==> src/rtl/fp_operand_classify.sv <==
// fp_operand_classify: two-stage operand pre-processor for the floating-point
// datapath. Classifies both operands, resolves special-case results for
// multiply (MODE=0) or add (MODE=1), forms the pre-biased exponent term and
// keeps sticky invalid/NaN flags. Valid/ready handshake with backpressure.
module fp_operand_classify #(
   parameter int WEXP     = 8,
   parameter int WSIG     = 23,
   parameter int WCONTROL = 5,
   parameter int MODE     = 0
) (
   input  logic                   clk,
   input  logic                   rst_n,
   input  logic                   in_valid,
   output logic                   in_ready,
   input  logic [WEXP+WSIG:0]     a,
   input  logic [WEXP+WSIG:0]     b,
   input  logic                   sub,
   input  logic [WCONTROL-1:0]    control,
   output logic                   out_valid,
   input  logic                   out_ready,
   output logic [5:0]             aclass,
   output logic [5:0]             bclass,
   output logic                   sign,
   output logic [WEXP+1:0]        exp_term,
   output logic [1:0]             roundmode,
   output logic                   res_special,
   output logic                   res_nan,
   output logic                   res_inf,
   output logic                   res_zero,
   output logic                   invalid,
   output logic                   sticky_invalid,
   output logic                   sticky_nan,
   input  logic                   clr_flags
);

   // Bias expressed in the WEXP+2-bit two's-complement domain of exp_term
   localparam logic [WEXP+1:0] BIAS_T = {3'b000, {(WEXP-1){1'b1}}};

   // One-hot class {snan, qnan, inf, normal, denorm, zero}
   function automatic logic [5:0] classify(input logic [WEXP-1:0] e,
                                           input logic [WSIG-1:0] s);
      logic [5:0] c;
      c = 6'b000100;
      if (e == '0) begin
         c = (s == '0) ? 6'b000001 : 6'b000010;
      end else if (&e) begin
         if (s == '0)
            c = 6'b001000;
         else if (s[WSIG-1])
            c = 6'b010000;
         else
            c = 6'b100000;
      end
      return c;
   endfunction

   // Denormals use an effective exponent of 1, zero-extended into the wide domain
   function automatic logic [WEXP+1:0] eprime(input logic [WEXP-1:0] e);
      return (e == '0) ? {{(WEXP+1){1'b0}}, 1'b1} : {2'b00, e};
   endfunction

   logic                v1;
   logic                v2;
   logic [5:0]          ac1;
   logic [5:0]          bc1;
   logic                sign1;
   logic [WEXP-1:0]     ea1;
   logic [WEXP-1:0]     eb1;
   logic [WCONTROL-1:0] ctrl1;

   logic                load1;
   logic                load2;
   logic                sign_in;
   logic                nan_n;
   logic                inf_n;
   logic                zero_n;
   logic                inv_n;
   logic [WEXP+1:0]     exp_n;
   logic                unused_bits;

   // Only the round-mode bits of the control word travel downstream; sub
   // has no meaning in multiply mode.
   assign unused_bits = ^{ctrl1, sub};

   // Handshake: stage 2 drains when empty or accepted downstream, and the
   // input is ready exactly when stage 1 is empty or will move this edge.
   always_comb begin
      load2    = v1 & (~v2 | out_ready);
      in_ready = ~v1 | ~v2 | out_ready;
      load1    = in_valid & in_ready;
      sign_in  = a[WEXP+WSIG] ^ b[WEXP+WSIG];
      if (MODE == 1)
         sign_in = a[WEXP+WSIG] ^ b[WEXP+WSIG] ^ sub;
   end

   // Stage 1: classes, sign, raw exponents and control word
   always_ff @(posedge clk or negedge rst_n) begin
      if (!rst_n) begin
         v1    <= 1'b0;
         ac1   <= '0;
         bc1   <= '0;
         sign1 <= 1'b0;
         ea1   <= '0;
         eb1   <= '0;
         ctrl1 <= '0;
      end else begin
         if (load1) begin
            v1    <= 1'b1;
            ac1   <= classify(a[WEXP+WSIG-1:WSIG], a[WSIG-1:0]);
            bc1   <= classify(b[WEXP+WSIG-1:WSIG], b[WSIG-1:0]);
            sign1 <= sign_in;
            ea1   <= a[WEXP+WSIG-1:WSIG];
            eb1   <= b[WEXP+WSIG-1:WSIG];
            ctrl1 <= control;
         end else if (load2) begin
            v1 <= 1'b0;
         end
      end
   end

   // Special-case resolution and exponent term from the stage-1 contents
   always_comb begin
      nan_n  = 1'b0;
      inf_n  = 1'b0;
      zero_n = 1'b0;
      inv_n  = 1'b0;
      if (MODE == 0) begin
         exp_n = eprime(ea1) + eprime(eb1) - BIAS_T;
         if (ac1[5] | ac1[4] | bc1[5] | bc1[4]) begin
            nan_n = 1'b1;
         end else if ((ac1[0] & bc1[3]) | (ac1[3] & bc1[0])) begin
            nan_n = 1'b1;
            inv_n = 1'b1;
         end else if (ac1[3] | bc1[3]) begin
            inf_n = 1'b1;
         end else if (ac1[0] | bc1[0]) begin
            zero_n = 1'b1;
         end
      end else begin
         exp_n = eprime(ea1) - eprime(eb1);
         if (ac1[5] | ac1[4] | bc1[5] | bc1[4]) begin
            nan_n = 1'b1;
         end else if (ac1[3] & bc1[3] & sign1) begin
            nan_n = 1'b1;
            inv_n = 1'b1;
         end else if (ac1[3] | bc1[3]) begin
            inf_n = 1'b1;
         end else if (ac1[0] & bc1[0]) begin
            zero_n = 1'b1;
         end
      end
      if (ac1[5] | bc1[5])
         inv_n = 1'b1;
   end

   // Stage 2: registered outputs, held while stalled downstream
   always_ff @(posedge clk or negedge rst_n) begin
      if (!rst_n) begin
         v2          <= 1'b0;
         aclass      <= '0;
         bclass      <= '0;
         sign        <= 1'b0;
         exp_term    <= '0;
         roundmode   <= '0;
         res_special <= 1'b0;
         res_nan     <= 1'b0;
         res_inf     <= 1'b0;
         res_zero    <= 1'b0;
         invalid     <= 1'b0;
      end else begin
         if (load2) begin
            v2          <= 1'b1;
            aclass      <= ac1;
            bclass      <= bc1;
            sign        <= sign1;
            exp_term    <= exp_n;
            roundmode   <= ctrl1[1:0];
            res_special <= nan_n | inf_n | zero_n;
            res_nan     <= nan_n;
            res_inf     <= inf_n;
            res_zero    <= zero_n;
            invalid     <= inv_n;
         end else if (out_ready) begin
            v2 <= 1'b0;
         end
      end
   end

   assign out_valid = v2;

   // Sticky flags accumulate on output handshakes; a set beats a same-edge clear
   always_ff @(posedge clk or negedge rst_n) begin
      if (!rst_n) begin
         sticky_invalid <= 1'b0;
         sticky_nan     <= 1'b0;
      end else begin
         sticky_invalid <= (sticky_invalid & ~clr_flags) | (v2 & out_ready & invalid);
         sticky_nan     <= (sticky_nan & ~clr_flags) | (v2 & out_ready & res_nan);
      end
   end

endmodule

==> config.mk <==
export PLATFORM = sky130hd
export DESIGN_NAME = fp_operand_classify
export DESIGN_NICKNAME = d
export VERILOG_FILES = /design/src/rtl/fp_operand_classify.sv
export SDC_FILE = /design/constraint.sdc
export NUM_CORES = 1
export LEC_CHECK = 0
export ABC_AREA = 1
export BUFFER_PORTS_ARGS = -buffer_cell sky130_fd_sc_hd__buf_2
export CORE_UTILIZATION = 45
export DETAILED_ROUTE_END_ITERATION = 16
export GPL_TIMING_DRIVEN = 0
export PLACE_DENSITY = 0.75
export SLEW_MARGIN = 5
export SYNTH_ARGS = -nofsm -noshare
export SYNTH_HDL_FRONTEND = slang
export SYNTH_SLANG_ARGS = --single-unit
==> constraint.sdc <==
create_clock -name clk -period 1.78 [get_ports clk]
set_clock_uncertainty 0.1 [all_clocks]
set_input_delay 0.089 -clock clk [delete_from_list [all_inputs] [get_ports clk]]
set_output_delay 0.089 -clock clk [all_outputs]
set_load 0.01 [all_outputs]
# After elaboration in Yosys (flattened, before gate mapping)
# Index checks and enable logic that the tools add are counted.
[word_totals]
reg_bits = 65
in_bits = 75
out_inout_bits = 34
wordCells = 86
[classes]
add_sub_neg = 2
mux = 27
bitwise = 27
reduce_logical = 10
[op_table]
columns = ["operator", "count"]
rows = [
  ["two-way mux 6 bit", 8],
  ["logical NOT 23 bit", 2],
  ["logical NOT 8 bit", 4],
  ["two-way mux 8 bit", 2],
  ["AND reduction 8 bit", 2],
  ["two-way mux 1 bit", 15],
  ["bitwise OR 1 bit", 14],
  ["adder 10 bit", 1],
  ["subtractor 10 x 7 -> 10 bit (second input constant)", 1],
  ["bitwise AND 1 bit", 9],
  ["two-way mux 2 bit", 2],
  ["nonzero test 2 bit", 2],
  ["inverter 1 bit", 3],
  ["bitwise XOR 1 bit", 1],
]

# Depth between registers and ports, before layout
# Gate-level depths: netlist of the first run.
[logic_depth]
word_depth = 6
mapped_depth = 12
ltp_nobuf = 12

# Least setup slack after synthesis of the first run
# Ideal clock, no wire load.
[synth_timing]
kind = "register -> register"
from = "register ea1[1]"
to = "register exp_term[5]"
setup_time_ps = 65
t_arrival_ps = 1768
required_ps = 1615
setup_slack_ps = -154
path_stages_with_launch = 9
path_buffers = 1
period_less_slack_ps = 1934
cell_sequence = "dfrtp_1 -> clkbuf_1 -> ha_1 -> ha_1 -> fa_1 -> a21oi_1 -> xnor2_1 -> nand2_1 -> nand2_1"
[synth_between]
elab_chain_len = 4
[synth_lines]
columns = ["item", "line_no", "rtl"]
rows = [
  ["start, declared", "67", "logic [WEXP-1:0] ea1;"],
  ["start signal, assigned", "112", "ea1 <= a[WEXP+WSIG-1:WSIG];"],
  ["logical NOT 8 bit", "-", ""],
  ["two-way mux 8 bit *", "-", ""],
  ["adder 10 bit *", "128", "exp_n = eprime(ea1) + eprime(eb1) - BIAS_T;"],
  ["subtractor 10 x 7 -> 10 bit *", "128", ""],
  ["end signal, assigned", "176", "exp_term <= exp_n;"],
  ["end, declared", "24", "output logic [WEXP+1:0] exp_term,"],
]
# Every way passes the cells marked *; elsewhere a longest branch is shown, timed or not.
# A chain may end at the register's enable or synchronous reset.

# Worst setup path in the final report of the first run
[layout_timing]
from = "register ea1[4]"
to = "register exp_term[8]"
# Same word-level chain as after synthesis.

==> results of run 1 <==
[cells in the final DEF, fill, tap and decap left out, types with 5 or more instances in the layout]
cell type      netlist  final
ha_1                15      7
buf_4                0     12
ha_4                 0      7
nand3_1             19     14
dfrtp_1             65     65
nand4_1              6      6
clkbuf_8             0     10
dlygate4sd3_1        0     26
buf_2                7    110
nor2_1              42     42
nand3_2              1      5
clkbuf_1            13     11
o21ai_0             38     37
nand2_1            140    135
inv_1               41     40
nand2_2              1      5
[worst max-delay path: stages, from the launching register on]
cell and delay (ps):
dfrtp_1 400, nor4_2 330, a21oi_2 120, ha_2 190
inv_2 60, ha_4 140, buf_4 110, nand3_4 80
nand2_4 110, nand2_2 70, nand2_1 70, nand2_1 60
nand3_1 70, nand2_1 50
[how the worst min path moves through the flow]
stage | cells after the start | startpoint | end | slack, ps
5_1_grt | 5 | in_valid | bc1[1] | 70
3_3_place_gp | 2 | clr_flags | sticky_nan | 190
4_1_cts | 5 | in_valid | bc1[0] | 30
3_5_place_dp | 1 | rst_n | ea1[6] | 130
6_report | 5 | in_valid | bc1[0] | 30
2_1_floorplan | 0 | rst_n | ac1[0] | -310
[per-stage QoR]
step | instances | instance area [um^2] | hold WS (ps) | power, mW
after floorplan | 420 | 3340 | -307 | 2.65
after global placement | 620 | 3980 | 192 | 3.09
after detailed placement | 620 | 3980 | 133 | 3.12
after CTS | 668 | 4670 | 30.1 | 4.85
after global routing | 672 | 4720 | 73.6 | 5.25
final | 672 | 4720 | 29.8 | 5.01
[Yosys cell counts]
cell type | number | area share [%]
buf_2 | 7 | 1.1
inv_1 | 41 | 4.7
xnor2_1 | 4 | 1.1
ha_1 | 15 | 5.7
nor2_1 | 42 | 4.8
nand2_4 | 1 | 0.34
nand3b_1 | 1 | 0.23
nand3_2 | 1 | 0.30
o22ai_2 | 2 | 0.76
fa_1 | 1 | 0.60
nand4_1 | 6 | 1.1
o21ai_0 | 38 | 5.7
nand2_1 | 140 | 16
buf_6 | 2 | 0.68
a21oi_1 | 7 | 1.1
nand3_1 | 19 | 2.9
o21a_1 | 1 | 0.23
clkbuf_2 | 1 | 0.15
nor4_1 | 2 | 0.38
dfrtp_1 | 65 | 49
or2_0 | 1 | 0.19
clkbuf_1 | 13 | 1.5
inv_2 | 2 | 0.23
nand2_2 | 1 | 0.19
nor3_1 | 3 | 0.45
or2_2 | 4 | 0.76
[power by group]
group | leakage (nW) | total [mW] | internal (mW) | switching, mW
sequential | 0.835 | 1.86 | 1.71 | 0.149
clock | 0.113 | 1.45 | 0.831 | 0.616
combinational | 1.55 | 1.70 | 0.779 | 0.924
[sequential cells by signal (all words and copies together), names as in the netlist]
name	count
sticky_invalid	1
res_inf	1
sign	1
sign1	1
res_special	1
invalid	1
aclass	6
exp_term	10
bc1	6
ac1	6
eb1	8
bclass	6
roundmode	2
sticky_nan	1
res_zero	1
ctrl1	2
res_nan	1
out_valid	1
ea1	8
v1	1
[timing repair]
action                                  CTS  global route
endpoints found under the setup margin    8             8
hold buffers                             26             0
buffers inserted                          8             4
pin swaps                                27             2
gates cloned                              0             0
gates resized for setup                  25             4
endpoints found under the hold margin    89             0
[cell type report]
type,count,share of cell area [%]
buffer,21,2.20
clock buffer,10,2.92
clock inverter,6,1.91
inverter,43,3.42
multi-input combinational,289,33.9
sequential,65,34.5
tap,96,2.55
timing repair buffer,142,18.6
[cells by family after synthesis]
logic type	count (synthesis)	share of synthesized area (%)
buffers and inverters	66	8.24
XOR/XNOR	4	1.06
AO/OA/AOI/OAI	48	7.79
flip-flops	65	49.1
adder cells (fa/ha/maj)	16	6.28
AND/OR/NAND/NOR	221	27.5
[layer usage]
metal,wire length (um),vias up,share of wire [%]
li1,-,1623,-
met1,3840,1564,40
met2,4950,180,51
met3,589,31,6.1
met4,325,0,3.3
met5,0,-,0
==> results.md, run 1 <==
STA:
- The hold violation total from the final report was 0.
- The smallest clock period supported by the final layout is computed as 2070 ps.
- Setup repair after global routing could not meet its margin everywhere.
- The total negative slack for setup checks is -2110 ps.
- The ratio of final minimum period to clock period is 116%.
- The relative slew slack is 46.2%.
- Static timing analysis puts the maximum clock frequency at 0.483 GHz.
- The smallest setup slack after layout is -291 ps.
- The count of pins over their slew limit is 0.
- The slew at the pin with the worst max-slew slack is 807 ps.
- The count of final setup violators is 8.

Clock network:
- No sink is reached through more buffers than the 2 on the longest clock path.
- The H-tree depth is 3.
- Clock-pin slew was measured on the worst setup and hold paths at 70 ps.
- The tree built by TritonCTS fans out to 65 sinks.
- Clock latency on the worst-skew pair, taken at its later pin, is 360 ps.
- In this run, CTS created clock tree buffers numbering 9.
- The TritonCTS clock tree is built.
- The tree is rooted in a clkbuf_8.

Routing:
- For this block, the initial DRC count from the detailed router was 182.
- After detailed routing, the average wire length per cell comes to 14.4 um.
- For this block, the via count after detailed routing is 3398.
- After detailed routing, the number of vias per cell comes to 5.06.
- For this block, the routed nets add up to 9710 um of wire.
- The iteration count of the initial detailed-routing pass is 5.
- The post-route antenna net violation count is 0.
- The final routed DRC violation total is 0.

Global route:
- The met3 usage is 4.62%.
- The number of global-route vias before repair was 3371.
- For met1 alone, demand over resource in global routing was 30.7%.
- The largest net degree at the start of global routing is 66.
- The total overflow left after global routing is 0.
- The initial antenna violation count is 0.
- The met2 usage is 48.0%.
- The global routing stage identified its most utilized layer as met2.
- The first-pass GRT wire length is 15400 um.
- The total routing usage reported by global routing is 26.8%.

Final layout:
- The final-stage net count is 662.
- After filler insertion, the fill cell instance count of the layout stands at 547.
- In the final layout, the multi-input gates occupy 1600 um^2.
- Measured on the finished design, the core utilization comes to 67.9%.
- The share of final-layout standard cells stronger than drive strength 1 is 31.4%.
- The number of antenna diodes in the final layout is 0.
- Across the whole layout, storage elements account for 1630 um^2.
- The area added between synthesis and finish is 42.6%.

Placement:
- The minimum setup slack after placement is -218 ps.
- Detailed placement ended at an HPWL of 5830 um.
- The routability congestion estimate is 0.807.
- In this run the tool buffered the top-level ports with 104 buffer cells.

Hold path:
- The tightest min-delay check is of the input port to register type.

Critical path:
- In this run the register-to-register setup slack is -290 ps.
- The arrival time of the worst setup path is 2220 ps.
- The critical register-to-register path startpoint is ea1[4].
- STA classifies the critical path startpoint as a register.
- Of all nets on the critical path, the largest fanout is 3.
- The endpoint identified for the worst register-to-register timing path is exp_term[8].
- The capturing element type of the critical path is a register.
- In this run the worst setup path terminates at exp_term[8].
- The critical path starts at ea1[4].
- Counting cells, the worst reg-to-reg path comes to 13.
- The critical path class is register to register.
- At the worst endpoint, the required time is 1930 ps.

Yosys:
- The number of distinct library cells after synthesis is 26.
- The total standard cell area after synthesis is 3310 um^2.
- The share of the Yosys chip area taken by registers is 49.1%.
- The synthesized area per cell is 7.88 um^2.
- Synthesis produced a netlist whose cell count is 420.
- After synthesis the netlist holds a flip-flop and latch count of 65.
- The Yosys step of the flow raised 0 warnings.
- The number of nets handed over by synthesis was 511.

Power:
- The power per cell area is 1060 nW/um^2.
- The worst-case IR drop observed on VDD is 0.493 mV.
- The leakage power is 2.50 nW.

Floorplanning:
- The vertical die dimension is 87.8 um.
- The die area is 7700 um^2.
- Once the floorplan was initialized, standard cells occupied 47.7% of the core.
- The boundary pin count is 109.
- The die is 87.8 um wide.
- The number of placement rows is 30.
- The core footprint is 6940 um^2.

Outcome:
- The checks that failed: negative setup slack.
- The run finished, with violations left.

Flow run:
- Across the run, the number of max-cap violations was 0.
Note: power is estimated with default switching activity, not from simulation.
==> run 2, diff against run 1 <==
--- a/config.mk
+++ b/config.mk
@@ -5,7 +5,6 @@
 export SDC_FILE = /design/constraint.sdc
 export NUM_CORES = 1
 export LEC_CHECK = 0
-export ABC_AREA = 1
 export BUFFER_PORTS_ARGS = -buffer_cell sky130_fd_sc_hd__buf_2
 export CORE_UTILIZATION = 45
 export DETAILED_ROUTE_END_ITERATION = 16
==> run 2 against run 1 <==
Against the previous run:
- sequential cell count stayed put
- count of clock-buffer cells in the layout stayed put
- via count is 9.8% lower
- the run still ends with negative setup slack left
- critical endpoint is now exp_term[9]
- core utilization is 4.1 points higher
- hold slack better by 94 ps
==> results.md, run 2 <==
Outcome:
- The run finished, with violations left.
- The checks that failed: negative setup slack.

Clock network:
- Clock-pin slew was measured on the worst setup and hold paths at 70 ps.
- The TritonCTS clock tree is built.
- The TritonCTS sink count is 65.
- The clock latency reported for the late side of the worst-skew pair is 350 ps.
- Counting the buffers created by CTS gives 9.
- The root cell of the clock tree is clkbuf_8.
- In this run the number of H-tree levels came out at 3.
- Counting along the longest clock path gives a buffer depth of 2.

Critical path:
- The arrival time of the worst setup path is 2560 ps.
- Of all nets on the critical path, the largest fanout is 3.
- STA puts the critical path data required time at 1970 ps.
- The capturing element type of the critical path is a register.
- STA classifies the critical path startpoint as a register.
- The critical path is of the register to register type.

Yosys:
- The synthesized area per cell is 11.2 um^2.
- Multiplexer cells account for 12.6% of the synthesized area.
- In the synthesized netlist, the cells that appear most often are 65 x dfrtp_1, 35 x nand2_1, 21 x mux2_2.
- The number of flops mapped to enable cells by yosys is 0.
- In this run, synthesis produced a sequential element count of 65.
- dfrtp_1 takes more of the synthesized area than any other cell.
- Summing the areas of all xor and xnor instances in the mapped netlist gives 1.07% of the synthesized area.
- During synthesis, Yosys emitted a total of 0 warnings.
- By area the synthesized netlist is led by dfrtp_1 50%, mux2_2 7.2%, ha_1 5.7%, mux2_4 5.1%, nand2_1 4.0%.
- The most common cell in the netlist is dfrtp_1.
- The main combinational cell family by area after synthesis is simple AND/OR/NAND/NOR gates.
- After synthesis, flip-flops and latches occupy 49.8% of the total area.
- The mapped netlist covers 3270 um^2.
- Synthesis instantiated 48 different standard cells from the library.
- The post-synthesis share of cell area spent on full adders, half adders and majority gates is 6.36%.
- The area share of and/or/nand/nor cells after synthesis is 15.3%.
- Summing the areas of all compound-gate instances in the mapped netlist gives 10.4% of the synthesized area.
- The post-synthesis net count is 383.
- The predominant post-synthesis flop cell is dfrtp_1.
- For this run, asynchronously set or reset flops after synthesis account for 100%.
- The fraction of post-synthesis cell area in the top cell type by area is 49.8%.
- The cell count after synthesis came out at 292.

STA:
- For the pin with the worst max-slew slack, the measured transition is 817 ps.
- The hold violation total from the final report is 0.
- The relative slew slack is 45.5%.
- The count of pins over their slew limit was 0.
- After layout, the worst path uses 133% of the clock period.
- The smallest setup slack after layout is -585 ps.
- The count of final setup violators is 8.
- Setup repair after global routing could not meet its margin everywhere.
- Based on the critical path, the design can be clocked at up to 0.423 GHz.
- The minimum period implied by the final worst setup slack is 2360 ps.
- The total negative slack for setup checks is -3220 ps.

Routing:
- The first-iteration detailed-routing DRC count is 185.
- The post-route antenna net violation count is 0.
- The routed design has 10000 um of wire.
- In the routed design, unresolved DRC markers number 0.
- The first detailed-routing pass ran for 4 iterations.
- Dividing the detail-routed wire length by the instance count gives 17.5 um.
- The routed via count is 3064.
- The via count normalized by instance count is 5.37.

Global route:
- The global routing stage identified its most utilized layer as met2.
- The first global-routing pass estimated 15200 um of wire.
- The initial antenna violation count is 0.
- The met1 track utilization from global routing is 31.0%.
- Global routing consumed, on the met3 layer, 7.11% of the routing resources.
- The met2 usage is 46.0%.
- The number of global-route vias before repair is 3210.
- The total congestion overflow is 0.
- The largest net degree at the start of global routing is 66.
- The total routing usage reported by global routing is 27.1%.

Power:
- The fraction of power consumed by sequential logic is 37.1%.
- Of the total power, the share spent switching nets is 32.2%.
- Of the total power, the clock network draws 25.3%.
- The combinational group share of total power is 37.7%.
- The sum of internal, switching and leakage power is 4.99 mW.
- For this design the total switching power over the nets is 1.61 mW.
- The cell-internal power is 3.38 mW.
- The worst-case IR drop observed on VDD is 0.467 mV.
- The leakage power is 2.34 nW.
- In this run the power density over the cells is 1000 nW/um^2.

Floorplanning:
- The number of placement rows is 30.
- The die area is 7610 um^2.
- The effective utilization at floorplan is 47.3%.
- 109 I/O pins were placed.
- The core footprint is 6910 um^2.
- The horizontal die dimension is 87.2 um.
- The vertical die dimension is 87.2 um.

Final layout:
- The share of final-layout standard cells stronger than drive strength 1 is 43.6%.
- The top cell types in the final layout, fill and taps aside, are 106 x buf_2, 65 x dfrtp_1, 49 x dlygate4sd3_1.
- Leaving out fill and tap cells, the most frequent cell in the layout is buf_2.
- The count of cells in the finished layout, fillers not included, comes to 571.
- The net count of the finished layout is 562.
- More flip-flops sit in one register than any other, and that register is exp_term.
- The utilization after layout is 72.0%.
- In the final layout, the registers with the most flip-flops are exp_term (10), ea1 (8), eb1 (8).
- The register with the most flip-flops in the layout has 10 of them.
- 0 antenna diodes ended up in the layout.
- The area added between synthesis and finish is 52.2%.

Placement:
- The minimum setup slack after placement is -608 ps.
- At the end of routability-driven placement, the weighted congestion stood at 0.850.
- The count of port buffers added during placement is 104.
- Detailed placement ended at an HPWL of 5630 um.
- Including well taps, the total number of placed cells is 492.

Hold path:
- The type of the tightest min-delay check is input port to register.

Flow run:
- Max-cap violations in this run came to 0.
==> run 2: cell types whose count changed in the layout (fill, tap and decap cells not counted), moves of 5 or more <==
cell	delta
mux2_2	+19
nand2_1	-100
nand2_2	-5
inv_1	-34
nor3_1	+5
dlygate4sd3_1	+23
nor4_1	+11
a22o_1	+6
nand3_2	-5
mux2_4	+13
nor2_1	-34
o21ai_0	-26
nand3_1	-10
==> run 2: final cells by class <==
cell class	count	area, um^2
Clock buffer	10	138
Buffer	20	118
Inverter	7	26.3
Clock inverter	5	56.3
Sequential cell	65	1630
Fill cell	482	1930
Multi-Input combinational cell	199	1750
Timing Repair Buffer	169	1140
Tap cell	96	120
==> run 2: logic make-up after synthesis <==
| logic type | count (synthesis) |
|---|---|
| AO/OA/AOI/OAI | 50 |
| XOR/XNOR | 4 |
| adder cells (fa/ha/maj) | 16 |
| buffers and inverters | 28 |
| flip-flops | 65 |
| multiplexers | 33 |
| AND/OR/NAND/NOR | 96 |
==> run 2: per-stage QoR <==
step / hold WS, ps / area [um^2]
floorplan: -307 / 3290
global placement: 184 / 3930
detailed placement: 130 / 3930
CTS: 87.5 / 4770
global route: 165 / 4970
finish: 124 / 4970
==> run 2: worst paths after layout <==
path,from,end,slack [ps],cells past startpoint
min in group asynchronous,rst_n,exp_term[2],280,2
max,ea1[5],exp_term[9],-580,10
min,b[9],bc1[3],120,5
max reg2reg,ea1[5],exp_term[9],-580,10
max in group asynchronous,rst_n,eb1[2],770,2
min reg2reg,res_inf,res_inf,390,2
==> run 2: worst max-delay path, stage by stage (launching register included) <==
cell and delay (ps):
dfrtp_1 420, nor3_2 60, a21oi_2 160, ha_2 200
inv_2 50, ha_4 150, fa_2 340, a211oi_2 220
o21bai_1 140, a2111o_1 390, nand3_1 70
==> run 2: layer usage <==
metal  wire length (um)  up-vias
li1                   -     1421
met1               3970     1471
met2               5040      130
met3                549       42
met4                435        0
met5                  0        -
==> run 2: power by group through the flow <==
stage | registers (mW) | logic (mW) | clock network (mW)
after floorplan | 1.91 | 0.769 | 0
after global placement | 1.85 | 1.23 | 0
after detailed placement | 1.86 | 1.26 | 0
after CTS | 1.83 | 1.63 | 1.26
after global routing | 1.87 | 2.03 | 1.33
final | 1.85 | 1.88 | 1.26
==> run 2: what timing repair did <==
action | in CTS | in global routing
pin swaps | 12 | 11
endpoints found under the setup margin | 9 | 16
hold buffers | 43 | 7
buffers inserted | 10 | 6
hold endpoints to repair | 92 | 1
resized for setup | 24 | 19
